$ cat src/rtl/encode_riscv.sv
`default_nettype none
// ============================================================================
// Module   : encode_riscv
// Purpose  : Encodes one internal micro-op per handshake into an RV32IM
//            instruction word and buffers {insn, pc, err} in a 2-entry FIFO.
//            Unencodable micro-ops (unknown op, out-of-range or misaligned
//            pc-relative offsets) produce err=1 with insn=0.
// Ports    : clk, reset_n (async, active-low)
//            in_valid/in_ready, in_op, in_dst/in_srcA/in_srcB, in_rvimm, in_pc
//            out_valid/out_ready, out_insn, out_pc, out_err
//            enc_count (accepted micro-ops), err_count (saturating errors)
// Revision : 1.0 - initial release
// ============================================================================

package encode_riscv_pkg;
    typedef enum logic [5:0] {
        OP_NOP, OP_II,
        OP_ADDU, OP_SUBU, OP_SLL, OP_SLT, OP_SLTU, OP_XOR, OP_SRL, OP_SRA, OP_OR, OP_AND,
        OP_MUL, OP_MULH, OP_MULHU, OP_DIV, OP_DIVU, OP_REM, OP_REMU,
        OP_ADDI, OP_SLTI, OP_SLTIU, OP_XORI, OP_ORI, OP_ANDI, OP_SLLI, OP_SRLI, OP_SRAI,
        OP_LB, OP_LH, OP_LW, OP_LBU, OP_LHU, OP_SB, OP_SH, OP_SW,
        OP_LUI, OP_AUIPC,
        OP_BEQ, OP_BNE, OP_BLT, OP_BGE, OP_BLTU, OP_BGEU,
        OP_JAL, OP_J, OP_JALR, OP_JR, OP_RET,
        OP_BREAK, OP_MONITOR
    } opcode_t;
endpackage

module encode_riscv
    import encode_riscv_pkg::*;
#(
    parameter int LG_PRF_ENTRIES = 6
) (
    input  logic                      clk,
    input  logic                      reset_n,
    input  logic                      in_valid,
    output logic                      in_ready,
    input  opcode_t                   in_op,
    input  logic [LG_PRF_ENTRIES-1:0] in_dst,
    input  logic [LG_PRF_ENTRIES-1:0] in_srcA,
    input  logic [LG_PRF_ENTRIES-1:0] in_srcB,
    input  logic [31:0]               in_rvimm,
    input  logic [31:0]               in_pc,
    output logic                      out_valid,
    input  logic                      out_ready,
    output logic [31:0]               out_insn,
    output logic [31:0]               out_pc,
    output logic                      out_err,
    output logic [31:0]               enc_count,
    output logic [15:0]               err_count
);

    localparam logic [6:0] C_OPC_OP  = 7'h33;
    localparam logic [6:0] C_OPC_IMM = 7'h13;
    localparam logic [6:0] C_OPC_LD  = 7'h03;
    localparam logic [6:0] C_OPC_ST  = 7'h23;

    // ------------------------------------------------------------------
    // Encoder
    // ------------------------------------------------------------------
    logic [4:0]  w_rd, w_rs1, w_rs2;
    logic [11:0] w_imm12;
    logic [31:0] w_off;
    logic        w_br_ok, w_jal_ok;
    logic [31:0] w_insn;
    logic        w_err;

    assign w_rd    = in_dst[4:0];
    assign w_rs1   = in_srcA[4:0];
    assign w_rs2   = in_srcB[4:0];
    assign w_imm12 = in_rvimm[11:0];
    assign w_off   = in_rvimm - in_pc;

    // An even offset fits the B/J immediate when all bits above its sign bit
    // replicate the sign bit.
    assign w_br_ok  = (w_off[31:12] == {20{w_off[12]}}) && !w_off[0];
    assign w_jal_ok = (w_off[31:20] == {12{w_off[20]}}) && !w_off[0];

    // Register-number bits above [4:0] are carried by the interface only.
    logic unused_regbits;
    assign unused_regbits = ^{in_dst[LG_PRF_ENTRIES-1:5], in_srcA[LG_PRF_ENTRIES-1:5],
                              in_srcB[LG_PRF_ENTRIES-1:5]};

    function automatic logic [31:0] f_btype(input logic [12:1] off, input logic [4:0] rs2,
                                            input logic [4:0] rs1, input logic [2:0] f3);
        return {off[12], off[10:5], rs2, rs1, f3, off[4:1], off[11], 7'h63};
    endfunction

    function automatic logic [31:0] f_jtype(input logic [20:1] off, input logic [4:0] rd);
        return {off[20], off[10:1], off[11], off[19:12], rd, 7'h6f};
    endfunction

    always_comb begin
        w_insn = 32'h0000_0000;
        w_err  = 1'b0;
        case (in_op)
            OP_ADDU:    w_insn = {7'h00, w_rs2, w_rs1, 3'd0, w_rd, C_OPC_OP};
            OP_SUBU:    w_insn = {7'h20, w_rs2, w_rs1, 3'd0, w_rd, C_OPC_OP};
            OP_SLL:     w_insn = {7'h00, w_rs2, w_rs1, 3'd1, w_rd, C_OPC_OP};
            OP_SLT:     w_insn = {7'h00, w_rs2, w_rs1, 3'd2, w_rd, C_OPC_OP};
            OP_SLTU:    w_insn = {7'h00, w_rs2, w_rs1, 3'd3, w_rd, C_OPC_OP};
            OP_XOR:     w_insn = {7'h00, w_rs2, w_rs1, 3'd4, w_rd, C_OPC_OP};
            OP_SRL:     w_insn = {7'h00, w_rs2, w_rs1, 3'd5, w_rd, C_OPC_OP};
            OP_SRA:     w_insn = {7'h20, w_rs2, w_rs1, 3'd5, w_rd, C_OPC_OP};
            OP_OR:      w_insn = {7'h00, w_rs2, w_rs1, 3'd6, w_rd, C_OPC_OP};
            OP_AND:     w_insn = {7'h00, w_rs2, w_rs1, 3'd7, w_rd, C_OPC_OP};
            OP_MUL:     w_insn = {7'h01, w_rs2, w_rs1, 3'd0, w_rd, C_OPC_OP};
            OP_MULH:    w_insn = {7'h01, w_rs2, w_rs1, 3'd1, w_rd, C_OPC_OP};
            OP_MULHU:   w_insn = {7'h01, w_rs2, w_rs1, 3'd3, w_rd, C_OPC_OP};
            OP_DIV:     w_insn = {7'h01, w_rs2, w_rs1, 3'd4, w_rd, C_OPC_OP};
            OP_DIVU:    w_insn = {7'h01, w_rs2, w_rs1, 3'd5, w_rd, C_OPC_OP};
            OP_REM:     w_insn = {7'h01, w_rs2, w_rs1, 3'd6, w_rd, C_OPC_OP};
            OP_REMU:    w_insn = {7'h01, w_rs2, w_rs1, 3'd7, w_rd, C_OPC_OP};
            OP_ADDI:    w_insn = {w_imm12, w_rs1, 3'd0, w_rd, C_OPC_IMM};
            OP_SLTI:    w_insn = {w_imm12, w_rs1, 3'd2, w_rd, C_OPC_IMM};
            OP_SLTIU:   w_insn = {w_imm12, w_rs1, 3'd3, w_rd, C_OPC_IMM};
            OP_XORI:    w_insn = {w_imm12, w_rs1, 3'd4, w_rd, C_OPC_IMM};
            OP_ORI:     w_insn = {w_imm12, w_rs1, 3'd6, w_rd, C_OPC_IMM};
            OP_ANDI:    w_insn = {w_imm12, w_rs1, 3'd7, w_rd, C_OPC_IMM};
            OP_SLLI:    w_insn = {7'h00, in_rvimm[4:0], w_rs1, 3'd1, w_rd, C_OPC_IMM};
            OP_SRLI:    w_insn = {7'h00, in_rvimm[4:0], w_rs1, 3'd5, w_rd, C_OPC_IMM};
            OP_SRAI:    w_insn = {7'h20, in_rvimm[4:0], w_rs1, 3'd5, w_rd, C_OPC_IMM};
            OP_LB:      w_insn = {w_imm12, w_rs1, 3'd0, w_rd, C_OPC_LD};
            OP_LH:      w_insn = {w_imm12, w_rs1, 3'd1, w_rd, C_OPC_LD};
            OP_LW:      w_insn = {w_imm12, w_rs1, 3'd2, w_rd, C_OPC_LD};
            OP_LBU:     w_insn = {w_imm12, w_rs1, 3'd4, w_rd, C_OPC_LD};
            OP_LHU:     w_insn = {w_imm12, w_rs1, 3'd5, w_rd, C_OPC_LD};
            OP_SB:      w_insn = {w_imm12[11:5], w_rs2, w_rs1, 3'd0, w_imm12[4:0], C_OPC_ST};
            OP_SH:      w_insn = {w_imm12[11:5], w_rs2, w_rs1, 3'd1, w_imm12[4:0], C_OPC_ST};
            OP_SW:      w_insn = {w_imm12[11:5], w_rs2, w_rs1, 3'd2, w_imm12[4:0], C_OPC_ST};
            OP_LUI:     w_insn = {in_rvimm[31:12], w_rd, 7'h37};
            OP_AUIPC: begin
                w_err = (w_off[11:0] != 12'h000);
                if (!w_err) w_insn = {w_off[31:12], w_rd, 7'h17};
            end
            OP_BEQ, OP_BNE, OP_BLT, OP_BGE, OP_BLTU, OP_BGEU: begin
                w_err = !w_br_ok;
                if (w_br_ok) begin
                    case (in_op)
                        OP_BEQ:  w_insn = f_btype(w_off[12:1], w_rs2, w_rs1, 3'd0);
                        OP_BNE:  w_insn = f_btype(w_off[12:1], w_rs2, w_rs1, 3'd1);
                        OP_BLT:  w_insn = f_btype(w_off[12:1], w_rs2, w_rs1, 3'd4);
                        OP_BGE:  w_insn = f_btype(w_off[12:1], w_rs2, w_rs1, 3'd5);
                        OP_BLTU: w_insn = f_btype(w_off[12:1], w_rs2, w_rs1, 3'd6);
                        default: w_insn = f_btype(w_off[12:1], w_rs2, w_rs1, 3'd7);
                    endcase
                end
            end
            OP_JAL, OP_J: begin
                w_err = !w_jal_ok;
                if (w_jal_ok) w_insn = f_jtype(w_off[20:1], (in_op == OP_J) ? 5'd0 : w_rd);
            end
            OP_JALR:    w_insn = {w_imm12, w_rs1, 3'd0, w_rd, 7'h67};
            OP_JR,
            OP_RET:     w_insn = {w_imm12, w_rs1, 3'd0, 5'd0, 7'h67};
            OP_NOP:     w_insn = 32'h0000_0013;
            OP_BREAK:   w_insn = 32'h0000_0073;
            OP_MONITOR: w_insn = 32'h0010_0073;
            default:    w_err  = 1'b1;
        endcase
    end

    // ------------------------------------------------------------------
    // 2-entry FIFO and counters
    // ------------------------------------------------------------------
    logic [31:0] insn_q [2];
    logic [31:0] pc_q   [2];
    logic [1:0]  err_q;
    logic        wptr_q, rptr_q;
    logic [1:0]  count_q, count_d;
    logic [31:0] enc_count_q;
    logic [15:0] err_count_q;
    logic        w_push, w_pop;

    assign in_ready  = (count_q < 2'd2);
    assign out_valid = (count_q != 2'd0);
    assign w_push    = in_valid && in_ready;
    assign w_pop     = out_valid && out_ready;
    assign count_d   = count_q + {1'b0, w_push} - {1'b0, w_pop};

    assign out_insn  = insn_q[rptr_q];
    assign out_pc    = pc_q[rptr_q];
    assign out_err   = err_q[rptr_q];
    assign enc_count = enc_count_q;
    assign err_count = err_count_q;

    // Storage is cleared on reset so the head reads as zero while empty.
    always_ff @(posedge clk or negedge reset_n) begin
        if (!reset_n) begin
            insn_q[0]   <= 32'h0;
            insn_q[1]   <= 32'h0;
            pc_q[0]     <= 32'h0;
            pc_q[1]     <= 32'h0;
            err_q       <= 2'b00;
            wptr_q      <= 1'b0;
            rptr_q      <= 1'b0;
            count_q     <= 2'd0;
            enc_count_q <= 32'h0;
            err_count_q <= 16'h0;
        end else begin
            if (w_push) begin
                insn_q[wptr_q] <= w_insn;
                pc_q[wptr_q]   <= in_pc;
                err_q[wptr_q]  <= w_err;
                wptr_q         <= ~wptr_q;
                enc_count_q    <= enc_count_q + 32'd1;
                if (w_err && (err_count_q != 16'hFFFF)) err_count_q <= err_count_q + 16'd1;
            end
            if (w_pop) rptr_q <= ~rptr_q;
            count_q <= count_d;
        end
    end

endmodule

`default_nettype wire

$ cat config.mk
export PLATFORM = sky130hd
export DESIGN_NAME = encode_riscv
export DESIGN_NICKNAME = d
export VERILOG_FILES = /design/src/rtl/encode_riscv.sv
export SDC_FILE = /design/constraint.sdc
export NUM_CORES = 1
export LEC_CHECK = 0
export ABC_AREA = 1
export CAP_MARGIN = 20
export CORE_MARGIN = 10
export CORE_UTILIZATION = 40
export CTS_BUF_LIST = sky130_fd_sc_hd__clkbuf_4 sky130_fd_sc_hd__clkbuf_8
export DETAILED_ROUTE_END_ITERATION = 8
export SLEW_MARGIN = 20
export SYNTH_ARGS = -nofsm -noshare
export SYNTH_HDL_FRONTEND = slang
export SYNTH_SLANG_ARGS = --single-unit
export TNS_END_PERCENT = 30
$ cat constraint.sdc
create_clock -name clk -period 3.81 [get_ports clk]
set_clock_uncertainty 0.1 [all_clocks]
set_input_delay 0.762 -clock clk [delete_from_list [all_inputs] [get_ports clk]]
set_output_delay 0.762 -clock clk [all_outputs]
set_load 0.1 [all_outputs]
Yosys cells after proc, flatten, opt, wreduce, memory -nomap -nowiden
Cells that the tools add are included.
{"block": "classes", "add_sub_neg": 5, "multipliers": 0, "div": 0, "n_lt_le_gt_ge": 7, "n_eq_ne": 52, "shift": 0, "mux": 22, "bitwise": 4, "reduce_logical": 18}
{"op": "one-hot mux 32 bit (43 select lines)", "n": 1}
{"op": "2-to-1 mux 32 bit", "n": 10}
{"op": "bitwise mux 64 bit", "n": 2}
{"op": "== test 6 bit, second input constant", "n": 19}
{"op": "== test 6 x 5 -> 1 bit, second input constant", "n": 16}
{"op": "one-hot mux 15 bit (5 select lines)", "n": 1}
{"op": "== test 6 x 4 -> 1 bit, second input constant", "n": 8}
{"op": "OR reduction 41 bit", "n": 1}
{"op": "adder 32 x 1 -> 32 bit, second input constant", "n": 1}
{"op": "demux 32 bit (select 1 bit)", "n": 1}
{"op": "subtractor 32 bit", "n": 1}
{"op": "== test 6 x 3 -> 1 bit, second input constant", "n": 4}
{"op": "== test 19 bit", "n": 1}
{"op": "adder 16 x 1 -> 16 bit, second input constant", "n": 1}
{"op": "!= test 16 bit, second input constant", "n": 1}
{"op": "== test 6 x 2 -> 1 bit, second input constant", "n": 2}
{"op": "nonzero test 12 bit", "n": 1}
{"op": "== test 11 bit", "n": 1}
{"op": "logical AND 1 bit", "n": 7}
{"op": "zero test 6 bit", "n": 1}
{"op": "OR reduction 6 bit", "n": 1}
{"op": "2-to-1 mux 5 bit", "n": 1}
{"op": "greater-or-equal comparator 2 bit, second input constant", "n": 2}
{"op": "less-than comparator 1 x 2 -> 1 bit, second input constant", "n": 2}
{"op": "other kinds (15)", "n": 22}
{"block": "totals", "regBits": 182, "latchBits": 0, "ram_bits": 0, "mem_bits_ro": 0, "inputBits": 92, "out_inout_bits": 115, "elab_cells": 118, "mem_count": 0}

Depth between registers and ports, before layout
Gate-level depths: netlist of the first run.
{"block": "depth", "word_depth": 7, "depth_mapped": 26, "ltp_nobuf": 25}

Least setup slack after synthesis of the first run
Ideal clock, no wire load.
{"block": "synth_timing", "kind": "reg-to-output", "startpoint": "register rptr_q", "endpoint": "output out_insn[1]", "t_arrival_ps": 3293, "required_time_ps": 2948, "slack_ps": -345, "path_stages_with_launch": 4, "n_path_buf": 2, "cell_sequence": "dfrtp_1 -> clkbuf_1 -> o21ai_0 -> buf_4"}
{"block": "synth_via", "elab_chain_cells": 4}
{"item": "start, declared", "line": "169", "source": "logic wptr_q, rptr_q;"}
{"item": "start signal, assigned", "line": "209", "source": "if (w_pop) rptr_q <= ~rptr_q;"}
{"item": "NOT 1 -> 2 bit (not written as such)", "line": "181", "source": "assign out_insn = insn_q[rptr_q];"}
{"item": "2-to-1 mux 32 bit (not written as such) (3 in a row)", "line": "181"}
{"item": "end, declared", "line": "46", "source": "output logic [31:0] out_insn,"}
No other way between the ends. The select of a mux whose other input is x is not followed.

Final worst setup path of the first run
{"block": "layout_timing", "startpoint": "input in_rvimm[26]", "endpoint": "register err_count_q[10], in the netlist err_count[10]"}
{"block": "layout_via", "elab_chain_cells": 7, "word_cells_on_any_way": 10, "cone_classes": "1 x add/sub; 2 x eq/ne; 1 x mux; 6 x reduce/logical"}
{"item": "start, declared", "line": "42", "source": "input logic [31:0] in_rvimm,"}
{"item": "subtractor 32 bit *", "line": "72", "source": "assign w_off = in_rvimm - in_pc;"}
{"item": "== test 19 bit or == test 11 bit (tied branches)", "line": "76, 77"}
{"item": "logical AND 1 bit (on tied branches)", "line": "76, 77"}
{"item": "zero test 1 bit (on tied branches)", "line": "137, 150"}
{"item": "one-hot mux 1 bit (4 select lines) *", "line": "96", "source": "case (in_op)"}
{"item": "logical AND 1 bit *", "line": "207", "source": "if (w_err && (err_count_q != 16'hFFFF)) err_count_q <= err_count_q + 16'd1;"}
{"item": "AND reduction 2 bit (no source line) *"}
{"item": "end signal, assigned", "line": "207"}
{"item": "end, declared", "line": "172", "source": "logic [15:0] err_count_q;"}
Every way passes the cells marked *; elsewhere a longest branch is shown, timed or not.
A chain may end at the register's enable or synchronous reset.

==> impl_metrics.csv, run 1 <==
group,metric,value,unit
route,wl_met3,2590,um
worst_setup_path,timing.rr.start,"enc_count[0]",
global_routing,grt_max_degree,65,
placed_design,hpwl,36900,um
clock_network,cts_root_buf,"clkbuf_8",
timing,setup_viol,0,
floorplan,num_rows,64,
worst_setup_path,cpMaxStageDelayCell,"clkdlybuf4s50_1",
worst_setup_path,path_max_fanout,8,
worst_setup_path,cpMostUsedCell,"nand2_1",
cells_and_area,multi_input_area,7080,um2
clock_network,path_clk_slew,0.08,ns
clock_network,clk_path_buf_depth,2,
floorplan,pin_count,207,
cells_and_area,final_cells,2712,
floorplan,die_area,39000,um2
clock_network,cts-buffers-inserted,17,
logic_synthesis,synth_seq_cells,180,
logic_synthesis,synth_top_flop_cell,"dfrtp_1",
logic_synthesis,synth_top_cell_area_share,35.7,%
logic_synthesis,synth_area_leaders,"dfrtp_1, nand2_1, inv_1",
worst_setup_path,critPathMaxStageDelay,0.56,ns
floorplan,core_area,30800,um2
route,dr_total_vias,13290,
cells_and_area,nFillCells,3038,
worst_setup_path,required,4.14,ns
logic_synthesis,yosys.area.top_type,"dfrtp_1",
cells_and_area,area_delta_synth_final,38.7,%
logic_synthesis,synth_nets,2078,
route,drt-wirelength-per-cell,16.9,um
timing,fmax,0.275,GHz
clock_network,cts_max_level,4,
power_and_ir_drop,ir_drop,0.851,mV
job,cap_violations,0,
logic_synthesis,synth-edff-count,0,
timing,maxSlewViolCount,0,
worst_setup_path,cpLargestDelayFamily,"simple AND/OR/NAND/NOR gates",
cells_and_area,drive_gt1_share,17.9,%
floorplan,dieWidth,198,um
global_routing,antenna_found_initial,1,
worst_setup_path,path_cells,"clkdlybuf4s50_1 -> ha_1 -> a21oi_1 -> nand2_1 -> inv_1 -> nand2_1 -> a21oi_1 -> nand2_1 -> nand2_1 -> nand2_1 -> nand2_1 -> nand3_2 -> nor2_4 -> buf_4 -> nand3_2 -> buf_12 -> nand2_4 -> inv_2 -> nand3_4 -> nand2_1 -> nand2_1",
timing,finalSetupTns,0,ns
timing,worstMarginPinSlew,1.03,ns
clock_network,postCtsHoldBufs,0,
global_routing,grt_pass1_wl,71200,um
timing,min_period_over_period,95.4,%
cells_and_area,stdcell_area,17500,um2
timing,fin_crit,3.63,ns
run_status,run_status,"finished, final reports clean",
global_routing,grt_overflow,0,
power_and_ir_drop,powerDensity,726,nW/um2
logic_synthesis,ys_seq_area_share,35.7,%
route,drtIter0Drc,900,
timing,max-slew-margin-rel,31.4,%
worst_setup_path,cp_num_buf_inv,5,
route,wl_met2,20600,um
logic_synthesis,syn_avg_cell_area,6.46,um2
logic_synthesis,synthArstFlopShare,100,%
worst_setup_path,end_kind,"flop",
logic_synthesis,yosysMostFrequentCell,"nand2_1",
logic_synthesis,synth_area,12600,um2
route,highest_layer,"met4",
clock_network,clock_sinks,180,
route,ant_nets,0,
cells_and_area,nNetsFinal,2433,
worst_setup_path,reg2reg_slack,1.02,ns
route,met1_length,21600,um
logic_synthesis,yosysUniqueCellTypes,51,
route,drc,0,
route,avgViaCountPerCell,4.90,
cells_and_area,area.sequential,4510,um2
worst_setup_path,worstSetupStartpointType,"primary input",
clock_network,cts_tree,"yes",
cells_and_area,utilization,56.7,%
logic_synthesis,synthCells,1950,
global_routing,grtUsageTotal,23.4,%
worst_setup_path,crit_arrival,3.96,ns
logic_synthesis,synth_commonest_cells,"nand2_1, inv_1, dfrtp_1",
floorplan,start_util,40.9,%
placed_design,portBuffers,203,
placed_design,placed_area,16800,um2
worst_setup_path,critPathKind,"primary input to flop",
placed_design,gp_congestion,0.967,
floorplan,die_h,198,um
worst_setup_path,worstRegToRegCells,14,
route,drt_pass1_iterations,5,
worst_setup_path,reg2reg_to,"enc_count[24]",
timing,final_hold_viol_count,0,
clock_network,insertion_delay,0.49,ns
logic_synthesis,yosys_warnings,0,
hold_path,min_path_type,"primary input to async pin",
power_and_ir_drop,power.leakage,0.00952,uW
global_routing,grt_pass1_vias,12906,
route,routed_wl,45800,um
placed_design,placed_cells,2681,
## where the power goes
group | leakage, uW | total [uW] | internal [uW] | switching, uW
Combinational | 0.00705 | 8400 | 2530 | 5870
Sequential | 0.00228 | 2950 | 2580 | 373
Clock | 0.000193 | 1340 | 658 | 686
## metal layers
metal | up-vias | track usage, %
li1 | 6684 | -
met1 | 6188 | 32.0
met2 | 374 | 36.4
met3 | 44 | 4.45
met4 | 0 | 7.46
met5 | - | 0
## registers in the layout, indices dropped and copies added, names as in the netlist
signal     cells
pc_q          64
rptr_q         1
wptr_q         1
err_q          2
enc_count     32
count_q        2
insn_q        62
err_count     16
## cell type report
type                       instances  share of cell area (%)
antenna                            1                  0.0143
inverter                         284                    6.13
sequential                       180                    25.8
clock inverter                    10                   0.780
tap                              396                    2.83
timing repair buffer             386                    22.5
multi-input combinational       1436                    40.5
clock buffer                      19                    1.46
## worst max-delay path by stage
stage / cells past startpoint / startpoint / slack, ns / end
detailed placement: 26 / in_rvimm[0] / -0.59 / insn_q[42]
global placement: 24 / in_rvimm[0] / -0.57 / insn_q[8]
CTS: 24 / in_rvimm[0] / -0.03 / insn_q[16]
finish: 21 / in_rvimm[26] / 0.18 / err_count[10]
floorplan: 3 / rptr_q / 0.09 / out_insn[13]
global route: 24 / in_rvimm[3] / -0.02 / err_count[8]
## cell families after synthesis
group                    count (synthesis)  share of synthesized area (%)
buffers and inverters                  335                           10.2
adder cells (fa/ha/maj)                 36                           3.63
flip-flops                             180                           35.7
XOR/XNOR                                59                           4.16
AO/OA/AOI/OAI                          154                           6.70
AND/OR/NAND/NOR                       1186                           39.5
## cell usage in the layout (no fill, tap or decap), types with 5 or more instances in the layout
master,n
ha_1,19
inv_1,254
buf_4,194
nor4_1,6
a22oi_1,8
xor2_1,38
clkdlybuf4s50_1,132
dfrtp_1,179
buf_12,54
a21oi_1,23
nand4_1,18
o21ai_0,102
nor2_2,21
nand3_1,100
inv_2,22
o211ai_1,5
xnor2_1,19
nor2_1,86
nor3_1,15
nand2_2,33
clkinv_1,6
nand2_1,867
dlymetal6s2s_1,5
nand3_2,17
ha_4,13
clkbuf_8,18
## per-stage QoR
step                      hold WS (ns)  total power [uW]  setup slack [ns]
after floorplan                  0.349              8370            0.0884
after global placement           0.358             11300            -0.573
after detailed placement         0.362             11400            -0.593
after CTS                        0.161             12700           -0.0291
after global routing             0.158             13400           -0.0173
final                            0.153             12700             0.176
## timing repair
action / 4_1_cts / 5_1_grt
setup buffers: 0 / 0
pin swaps: 0 / 1
resized for setup: 7 / 40
endpoints found under the setup margin: 47 / 78
cloned: 0 / 1
Power figures use the tool's default switching activity.
==> inputs of run 2 (changes only) <==
- RECOVER_POWER: not set -> 50
- REMOVE_ABC_BUFFERS: not set -> 1
==> run 2 against run 1 <==
Compared with the run above:
- highest routed layer unchanged
- largest power group unchanged
- critical path depth increased by 5
- largest cell class unchanged
- the run now ends with max-capacitance violations, max-slew violations left
- flip-flop and latch count unchanged
- fmax up 0.72%
==> impl_metrics.csv, run 2 (synthesized netlist as in run 1, its figures left out) <==
group,metric,value,unit
cells_and_area,largest-register,"pc_q",
worst_setup_path,reg2reg_slack,1.00,ns
worst_setup_path,cpMostUsedCell,"nand2_1",
clock_network,clk_path_buf_depth,2,
run_status,run_status,"complete, but fails checks",
worst_setup_path,cpMaxStageDelayCell,"clkdlybuf4s50_1",
route,ant_nets,0,
clock_network,postCtsHoldBufs,0,
global_routing,antenna_found_initial,0,
run_status,violations,"max-capacitance violations, max-slew violations",
cells_and_area,largest_reg_flops,64,
cells_and_area,utilization,56.3,%
route,drtIter0Drc,869,
timing,final_hold_viol_count,0,
clock_network,path_clk_slew,0.11,ns
global_routing,met2_usage,36.4,%
worst_setup_path,crit_arrival,3.97,ns
cells_and_area,n_antenna_cell,0,
clock_network,insertion_delay,0.51,ns
worst_setup_path,worstRegToRegCells,14,
worst_setup_path,cpLargestDelayFamily,"simple AND/OR/NAND/NOR gates",
floorplan,die_area,39000,um2
worst_setup_path,cp_num_buf_inv,5,
floorplan,dieWidth,198,um
timing,min_period_over_period,94.7,%
hold_path,hold_end,"enc_count[31]",
route,drt-wirelength-per-cell,15.6,um
timing,maxSlewViolCount,77,
worst_setup_path,end_kind,"flop",
global_routing,grt_overflow,0,
worst_setup_path,timing.rr.start,"count_q[1]",
floorplan,core_area,30800,um2
placed_design,gp_congestion,0.951,
cells_and_area,area_delta_synth_final,37.6,%
global_routing,grt_pass1_wl,67900,um
timing,fin_crit,3.61,ns
route,dr_total_vias,13066,
timing,fin_ws,0.202,ns
global_routing,grtUsageTotal,21.9,%
global_routing,grt_max_degree,77,
worst_setup_path,critPathKind,"primary input to flop",
floorplan,pin_count,207,
clock_network,cts-buffers-inserted,17,
global_routing,grt_pass1_vias,12850,
worst_setup_path,worstSetupStartpointType,"primary input",
worst_setup_path,reg2reg_to,"enc_count[29]",
timing,rsz0062_at_grt,"true",
timing,fmax,0.277,GHz
power_and_ir_drop,power.leakage,0.00952,uW
worst_setup_path,required,4.17,ns
timing,max-slew-margin-rel,-28.4,%
job,cap_violations,1,
timing,setup_viol,0,
cells_and_area,layout_common_cells,"nand2_1, inv_1, buf_4",
placed_design,place_ws,-0.427,ns
global_routing,grt_busiest_layer,"met2",
floorplan,num_rows,64,
cells_and_area,drive_gt1_share,17.0,%
timing,worstMarginPinSlew,1.93,ns
power_and_ir_drop,powerDensity,732,nW/um2
route,routed_wl,42400,um
global_routing,grt_use_met1,28.5,%
placed_design,hpwl,34100,um
cells_and_area,nNetsFinal,2442,
floorplan,start_util,40.9,%
worst_setup_path,critPathMaxStageDelay,0.49,ns
route,drt_pass1_iterations,5,
hold_path,min_from,"enc_count[31]",
power_and_ir_drop,ir_drop,0.663,mV
placed_design,portBuffers,203,
hold_path,hold_depth,1,
worst_setup_path,path_max_fanout,9,
route,drc,0,
clock_network,cts_tree,"yes",
clock_network,cts_max_level,4,
floorplan,die_h,198,um
hold_path,min_path_type,"flop to flop",
cells_and_area,final_common_cell,"nand2_1",
clock_network,clock_sinks,180,
clock_network,cts_root_buf,"clkbuf_8",
route,avgViaCountPerCell,4.80,
global_routing,grt_util_met3,4.36,%
-- run 2: cell count changes in the layout (fill, tap and decap cells not counted), moves of 5 or more --
cell            previous run  this run
dlymetal6s2s_1             5         0
ha_1                      19        35
ha_4                      13         0
inv_6                      0         5
nor2_1                    86        91
-- run 2: worst reg2reg max path: cells and delay by family (launching register included) --
family | cells | cell delay (ns)
buffers and inverters | 1 | 0.10
xor gates and xnor gates | 1 | 0.17
DFF | 1 | 0.40
and+or+nand+nor | 12 | 1.98
-- run 2: how the worst max path moves through the flow --
stage | startpoint | to | slack, ns | cells past startpoint
after floorplan | rptr_q | out_insn[0] | -2.40 | 1
after global placement | in_rvimm[0] | insn_q[15] | -0.35 | 25
after detailed placement | in_rvimm[0] | insn_q[46] | -0.43 | 23
after CTS | in_rvimm[0] | insn_q[46] | 0.12 | 23
after global routing | in_pc[9] | insn_q[59] | -0.003 | 22
final | in_rvimm[0] | insn_q[53] | 0.20 | 26
-- run 2: timing repair --
item | in CTS | in global routing
endpoints found under the setup margin | 0 | 71
buffers inserted | 0 | 1
hold endpoints to repair | 0 | 0
gates resized for setup | 0 | 16
-- run 2: through the flow --
| stage | cells | hold WS [ns] | power [uW] | TNS [ns] | area [um2] |
|---|---|---|---|---|---|
| floorplan | 1899 | 0.349 | 8280 | -12.63 | 12400 |
| global placement | 2689 | 0.358 | 11300 | -22.25 | 16900 |
| detailed placement | 2689 | 0.363 | 11400 | -26.08 | 16900 |
| CTS | 2721 | 0.181 | 12800 | 0 | 17300 |
| global route | 2723 | 0.389 | 13400 | -0.00251 | 17300 |
| finish | 2723 | 0.374 | 12700 | 0 | 17300 |
-- run 2: layer usage --
| layer | share of wire, % | up-vias | wire length (um) |
|---|---|---|---|
| met1 | 46 | 5993 | 19300 |
| met5 | 0 | - | 0 |
| met4 | 1.9 | 0 | 803 |
| li1 | - | 6722 | - |
| met3 | 5.6 | 40 | 2370 |
| met2 | 47 | 311 | 19900 |
-- run 2: report_power, final --
part / leakage (uW) / switching, uW / total (uW) / internal (uW)
combinational: 0.00704 / 5740 / 8360 / 2620
clock: 0.000202 / 815 / 1350 / 539
sequential: 0.00228 / 405 / 2980 / 2570
-- run 2: cell type report --
type                       instances  area (um2)
clock inverter                    11         109
fill                            3086       13500
timing repair buffer             395        4010
tap                              396         495
sequential                       180        4510
multi-input combinational       1436        6880
clock buffer                      21         283
inverter                         284        1070
==> inputs of run 3 (changes only) <==
--- a/config.mk
+++ b/config.mk
@@ -7,4 +7,5 @@
 export LEC_CHECK = 0
 export ABC_AREA = 1
+export ABC_CLOCK_PERIOD_IN_PS = 3810
 export CAP_MARGIN = 20
 export CORE_MARGIN = 10
==> constraint.sdc (replaced) <==
create_clock -name clk -period 3.81 [get_ports clk]
set_clock_uncertainty 0.1 [all_clocks]
set_input_delay 0.5715 -clock clk [delete_from_list [all_inputs] [get_ports clk]]
set_output_delay 0.5715 -clock clk [all_outputs]
set_load 0.1 [all_outputs]
==> run 3 against run 2 <==
Compared with the run above:
- the run still ends with max-capacitance violations, max-slew violations left
- worst setup slack improved by 0.060 ns
- die area unchanged
- clock-buffer cell count stayed put
- fmax grew 1.7%
- sequential share of layout area increased by 1.6 points
- sequential power hardly changed
- final area is 5.7% lower
- critical path type unchanged
- critical endpoint is now err_count[0]
- highest routed layer unchanged
==> impl_metrics.csv, run 3 (synthesized netlist as in run 1, its figures left out) <==
group,metric,value,unit
timing,final_hold_viol_count,0,
global_routing,grt_pass1_vias,12345,
worst_setup_path,end_kind,"flop",
placed_design,hpwl,33100,um
power_and_ir_drop,power_frac_clock,11.6,%
cells_and_area,largest_reg_flops,64,
power_and_ir_drop,p_int,4870,uW
clock_network,cts_root_buf,"clkbuf_8",
power_and_ir_drop,p_sw,6710,uW
route,dr_total_vias,12822,
placed_design,placed_cells,2648,
cells_and_area,area_delta_synth_final,29.8,%
cells_and_area,layout_common_cells,"nand2_1, inv_1, buf_4",
global_routing,grtUsageTotal,21.3,%
clock_network,insertion_delay,0.50,ns
power_and_ir_drop,ir_drop,0.566,mV
worst_setup_path,worstSetupStartpointType,"primary input",
cells_and_area,nNetsFinal,2400,
cells_and_area,drive_gt1_share,15.0,%
clock_network,cts-buffers-inserted,17,
placed_design,gp_congestion,0.936,
route,drc,0,
clock_network,cts_tree,"yes",
route,routed_wl,41700,um
clock_network,path_clk_slew,0.10,ns
run_status,run_status,"complete, but fails checks",
cells_and_area,n_antenna_cell,0,
cells_and_area,largest-register,"pc_q",
floorplan,die_h,198,um
placed_design,portBuffers,203,
route,drtIter0Drc,790,
timing,setup_viol,0,
power_and_ir_drop,seq_power_share,25.7,%
cells_and_area,final_cells,2681,
global_routing,grt_max_degree,68,
job,cap_violations,1,
worst_setup_path,critPathMaxStageDelay,0.48,ns
route,drt-wirelength-per-cell,15.5,um
floorplan,dieWidth,198,um
power_and_ir_drop,powerDensity,708,nW/um2
clock_network,clk_path_buf_depth,2,
floorplan,num_rows,64,
cells_and_area,nFillCells,3129,
worst_setup_path,required,4.11,ns
worst_setup_path,crit_arrival,3.84,ns
timing,max-slew-margin-rel,-13.1,%
timing,fmax,0.282,GHz
timing,maxSlewViolCount,67,
timing,min_period_over_period,93.1,%
timing,finalSetupTns,0,ns
timing,rsz0062_at_grt,"true",
worst_setup_path,cpMaxStageDelayCell,"clkdlybuf4s50_1",
cells_and_area,final_common_cell,"nand2_1",
global_routing,grt_pass1_wl,66200,um
hold_path,min_path_type,"flop to flop",
worst_setup_path,cpMostUsedCell,"nand2_1",
route,drt_pass1_iterations,5,
cells_and_area,utilization,53.1,%
clock_network,cts_max_level,4,
power_and_ir_drop,power.leakage,0.00911,uW
floorplan,die_area,39000,um2
global_routing,antenna_found_initial,0,
route,ant_nets,0,
floorplan,pin_count,207,
global_routing,grt_overflow,0,
clock_network,post_cts_buffers,0,
timing,worstMarginPinSlew,1.70,ns
timing,fin_crit,3.55,ns
floorplan,start_util,40.9,%
run_status,violations,"max-capacitance violations, max-slew violations",
clock_network,clock_sinks,180,
cells_and_area,multi_input_area,6820,um2
worst_setup_path,critPathKind,"primary input to flop",
power_and_ir_drop,power,11600,uW
route,avgViaCountPerCell,4.78,
worst_setup_path,path_max_fanout,16,
timing,holdWs,0.373,ns
power_and_ir_drop,combPwrFrac,62.7,%
floorplan,core_area,30800,um2
cells_and_area,area.sequential,4510,um2
power_and_ir_drop,switching_share,58.0,%
## run 3: cell count changes in the layout (fill, tap and decap cells not counted), moves of 2 or more
cell,previous run,this run
buf_12,57,8
buf_4,196,202
clkbuf_4,1,4
clkbuf_8,20,17
clkinvlp_4,0,4
inv_2,22,20
inv_6,5,2
nor3_1,14,16
nor3_2,5,3
## run 3: what timing repair did
action | CTS | global route
hold buffers | 1 | 0
gates resized for setup | 0 | 4
hold endpoints to repair | 64 | 0
endpoints found under the setup margin | 0 | 22
## run 3: worst paths after layout
kind	from	end	slack, ns	cells after the start
setup / recovery	in_rvimm[0]	err_count[0]	0.26	26
hold / removal	enc_count[31]	enc_count[31]	0.37	1
setup reg to reg	count_q[1]	enc_count[29]	0.91	14
hold reg to reg	enc_count[31]	enc_count[31]	0.37	1
max in group asynchronous	reset_n	insn_q[18]	1.10	3
min in group asynchronous	reset_n	enc_count[24]	0.96	2
## run 3: cell type report
| type | count | area share, % |
|---|---|---|
| inverter | 284 | 6.52 |
| timing repair buffer | 354 | 18.9 |
| clock inverter | 11 | 0.749 |
| clock buffer | 21 | 1.61 |
| multi-input combinational | 1435 | 41.7 |
| sequential | 180 | 27.5 |
| tap | 396 | 3.03 |
## run 3: power by group through the flow
stage	Combinational, uW	Sequential [uW]	Clock [uW]
floorplan	4990	3290	0
global placement	7280	2980	0
detailed placement	7330	3000	0
CTS	7350	2970	1400
global route	7740	3060	1460
finish	7260	2970	1350
## run 3: layer usage
| metal | GRT usage (%) | vias to the layer above | routed length (um) |
|---|---|---|---|
| li1 | - | 6621 | - |
| met1 | 28.2 | 5850 | 19500 |
| met2 | 34.7 | 307 | 19100 |
| met3 | 4.07 | 44 | 2150 |
| met4 | 6.12 | 0 | 866 |
| met5 | 0 | - | 0 |
## run 3: critical path: cells and delay by family
family        cells  cell delay, ns
buf+inv           4            0.76
fa+ha+maj         2            0.62
simple gates     20            1.87
## run 3: per-stage QoR
step / setup WS, ns / area, um2
2_1_floorplan: -2.21 / 12400
3_3_place_gp: -0.201 / 16000
3_5_place_dp: -0.259 / 16000
4_1_cts: 0.275 / 16400
5_1_grt: -0.00377 / 16400
6_report: 0.262 / 16400
==> edit 1, RTL diff (settings of run 3) <==
Register the output `err_count` once more, with the module's reset; this adds one clock of latency there. The other outputs are not delayed to match.
--- a/src/rtl/encode_riscv.sv
+++ b/src/rtl/encode_riscv.sv
@@ -183,5 +183,11 @@
     assign out_err   = err_q[rptr_q];
     assign enc_count = enc_count_q;
-    assign err_count = err_count_q;
+    always_ff @(posedge clk or negedge reset_n) begin
+        if (!reset_n) begin
+            err_count <= '0;
+        end else begin
+            err_count <= err_count_q;
+        end
+    end
 
     // Storage is cleared on reset so the head reads as zero while empty.
Function: changed (a bounded check fails within 4 cycles, from zero or initial values and one cycle with reset_n low).
==> edit 1 against run 3 <==
The run still ends with capacitance limit, slew limit left; synthesized cell count up 0.77%; power increased by 3.4%; combinational power grew 1%; area after synthesis up 3.3%; sequential cell count grew 16; final cell count increased by 4.6%; register-to-register slack got worse by 0.35 ns; design area grew 5.8%; worst hold slack got worse by 0.028 ns; routed wire length up 7.7%; global-route usage is 0.70 points higher; worst setup slack got worse by 0.042 ns; first-iteration DRC count is 11% higher; largest cell class unchanged; highest routed layer unchanged.
==> edit 1: results (changes against run 3) <==
drive_above_1_share_pct: 15.9  # +0.90 points
nets: 2485  # +3.5%
wl_mm: 44.8  # +7.7%
grt_util_met1_pct: 29.1  # +0.87 points
worstHoldStart: "err_count_q[12]"
final_area_sq_mm: 0.0173  # +5.8%
cts_num_sinks: 196  # +8.9%
hold_slack_ns: 0.345  # -0.0279 ns
place_hpwl_mm: 36.1  # +9.0%
seq_share_pct: 28.3  # +0.79 points
irDropWorstVdd_v: 0.000596  # +5.3%
place_area_sq_mm: 0.0169  # +5.7%
period_needed_ns: 3.59  # +0.0424 ns
drt_iter0_drc: 880  # +11%
relSlewSlack_pct: -31.3  # -18 points
track_usage_pct: 22.0  # +0.70 points
drt_pass1_iterations: 6  # +1
wl_met3_mm: 2.36  # +9.6%
status: "finished with violations"
grt_pass1_vias: 13062  # +5.8%
clock_latency_ns: 0.52  # +0.02 ns
yosys-top-cells-count: "nand2_1, inv_1, dfrtp_1"
drv_cap: 2  # +1
violations: "capacitance limit, slew limit"
synth.area.top_cells: "dfrtp_1, nand2_1, inv_1, nand3_1, o21ai_0"
p_clk_mw: 1.48  # +9.6%
fill_cells: 3224  # +3.0%
maxSlewViolCount: 110  # +64%
signal_buffers: 421  # +19%
multi_input_cells: 1451  # +1.1%
[edit 1: path summary, 6_finish.rpt]
| kind | to | cells after the start |
|---|---|---|
| worst max-delay path | insn_q[17] | 22 |
| worst min-delay path | err_count[12] | 0 |
| worst max register to register | insn_q[3] | 7 |
| worst min register to register | err_count[12] | 0 |
| max in group asynchronous | pc_q[13] | 3 |
| min in group asynchronous | enc_count[31] | 2 |
[edit 1: what timing repair did]
item / CTS / global route
hold endpoints to repair: 61 / 0
hold buffers: 1 / 0
setup buffers: 0 / 3
endpoints found under the setup margin: 0 / 41
resized for setup: 0 / 5
[edit 1: logic make-up (layout without fill, tap and decap cells)]
kind of cell | count (synthesis) | after routing | share of synthesized area [%]
AO/OA/AOI/OAI | 161 | 161 | 6.99
XOR/XNOR | 62 | 62 | 4.23
adder cells (fa/ha/maj) | 36 | 36 | 3.52
buffers and inverters | 318 | 723 | 9.42
flip-flops | 196 | 196 | 37.7
AND/OR/NAND/NOR | 1192 | 1192 | 38.2
==> edit 2, RTL diff (settings of run 3) <==
Made on the original files. Reset style: synchronous (`reset_n`), changed in one clocked block. Comments in the files are not updated.
--- a/src/rtl/encode_riscv.sv
+++ b/src/rtl/encode_riscv.sv
@@ -186,5 +186,5 @@
 
     // Storage is cleared on reset so the head reads as zero while empty.
-    always_ff @(posedge clk or negedge reset_n) begin
+    always_ff @(posedge clk) begin
         if (!reset_n) begin
             insn_q[0]   <= 32'h0;
Function: differs if reset_n is asserted again (counterexample within 4 cycles, from zero or initial values and one cycle with reset_n low); with reset_n held inactive, the same outputs for 4 cycles.
==> edit 2 against run 3 <==
Sequential cell count up 1; worst hold slack improved by 0.0050 ns; design area about the same; routed wire length grew 2.9%; worst setup slack worse by 0.098 ns; die area down 4.0%; area after synthesis fell by 4.5%; highest routed layer unchanged.
Power is not compared: it rests on default switching activity, and its combinational part moved more than twofold at a synthesized area within 25%.
==> edit 2: results (changes against run 3) <==
status: "completed"
synth.area.top_cells: "edfxtp_1, nand2_1, dfxtp_1, nor2_1, inv_1"
synthCells: 1651  # -15%
nets: 2165  # -9.8%
drt_iter0_drc: 786  # -0.51%
num_vias: 12115  # -5.5%
largest_reg_flops: 64  # unchanged
drive_above_1_share_pct: 20.6  # +5.6 points
h-tree-depth: 4  # unchanged
dp.cells: 2405  # -9.2%
ys_seq_area_share_pct: 40.6  # +4.8 points
synth-edff-count: 126  # +126
gp_congestion: 0.966  # +3.2%
place_hpwl_mm: 33.8  # +2.0%
yosys-top-cells-count: "nand2_1, nor2_1, inv_1"
critical_path.max_fanout: 7  # -9
synthXorXnorAreaFrac_pct: 2.46  # -1.7 points
synth.mux.area_fraction_pct: 5.89  # +5.9 points
antenna_found_initial: 1  # +1
final-instance-count-excl-fill: 2441  # -9.0%
p_leak_nw: 7.61
relSlewSlack_pct: 31.0  # +44 points
grt_first_pass_wirelength_mm: 67.5  # +2.0%
track_usage_pct: 22.4  # +1.1 points
cp_data_arrival_time_ns: 3.77  # -0.07 ns
synth_adder_area_share_pct: 3.80  # +0.17 points
wl_per_cell_microns: 17.6  # +13%
ys_types: 47  # -7.8%
synth_compound_area_share_pct: 7.08  # +0.38 points
hp-class: "flip-flop to flip-flop"
async_flop_share_pct: 0  # -100 points
grt_max_degree: 61  # -10%
[edit 2: routing by layer]
| layer | vias up | track usage [%] | share of wire [%] |
|---|---|---|---|
| met5 | - | 0 | 0 |
| met4 | 0 | 5.61 | 1.5 |
| met3 | 34 | 3.82 | 5.7 |
| met2 | 345 | 35.7 | 45 |
| met1 | 5621 | 30.8 | 48 |
| li1 | 6115 | - | - |
[edit 2: cell families after synthesis]
kind of cell | Yosys count
flops | 181
compound gates | 151
fa+ha+maj | 36
simple gates | 884
mux | 63
xor+xnor | 33
buf+inv | 303
[edit 2: repair_timing]
item | 4_1_cts | 5_1_grt
setup buffers | 0 | 1
endpoints found under the setup margin | 0 | 78
gates resized for setup | 0 | 41
hold buffers | 0 | 0
[edit 2: path summary, 6_finish.rpt]
path          startpoint             to  slack (ns)  depth (start not counted)
max          in_rvimm[0]  insn_q[1][11]        0.16                         25
min               wptr_q         wptr_q        0.38                          2
max reg2reg   count_q[1]  insn_q[1][29]        0.57                          7
min reg2reg       wptr_q         wptr_q        0.38                          2
[edit 2: layout make-up]
type	instances	area, sq um
antenna	1	2.50
clock inverter	15	216
inverter	269	1010
multi-input combinational	1168	6150
tap	390	488
timing repair buffer	400	3370
sequential	181	4890
fill	2921	13300
clock buffer	17	234
[edit 2: critical path: stages]
cell and delay, ns:
clkdlybuf4s50_1 0.51, inv_1 0.07, ha_2 0.20, fa_2 0.41, inv_2 0.07, nand3_1 0.09, nand3_2 0.14, nand2_1 0.08
nand2_2 0.08, nand2_1 0.08, nand2_2 0.07, nand2_2 0.06, nand2_1 0.08, nand2_1 0.06, nand2_2 0.07, nor2_1 0.06
nand3_1 0.08, nand2_1 0.08, nand3_2 0.09, buf_6 0.13, inv_2 0.06, nand2_1 0.08, nand4_1 0.23, a21oi_2 0.23
nor2_1 0.06
[edit 2: through the flow]
step                      instance area (sq um)  worst slack, ns
final                                     16400            0.164
after detailed placement                  15700           -0.452
after CTS                                 16200           0.0790
after global routing                      16400          -0.0257
after global placement                    15700           -0.399
after floorplan                           11900            -1.18
[edit 2: power breakdown]
part | internal (mW) | leakage [nW] | switching [mW]
Combinational | 1.04 | 5.62 | 2.58
Clock | 0.732 | 0.226 | 0.807
Sequential | 2.31 | 1.76 | 0.0867
Total | 4.08 | 7.61 | 3.47
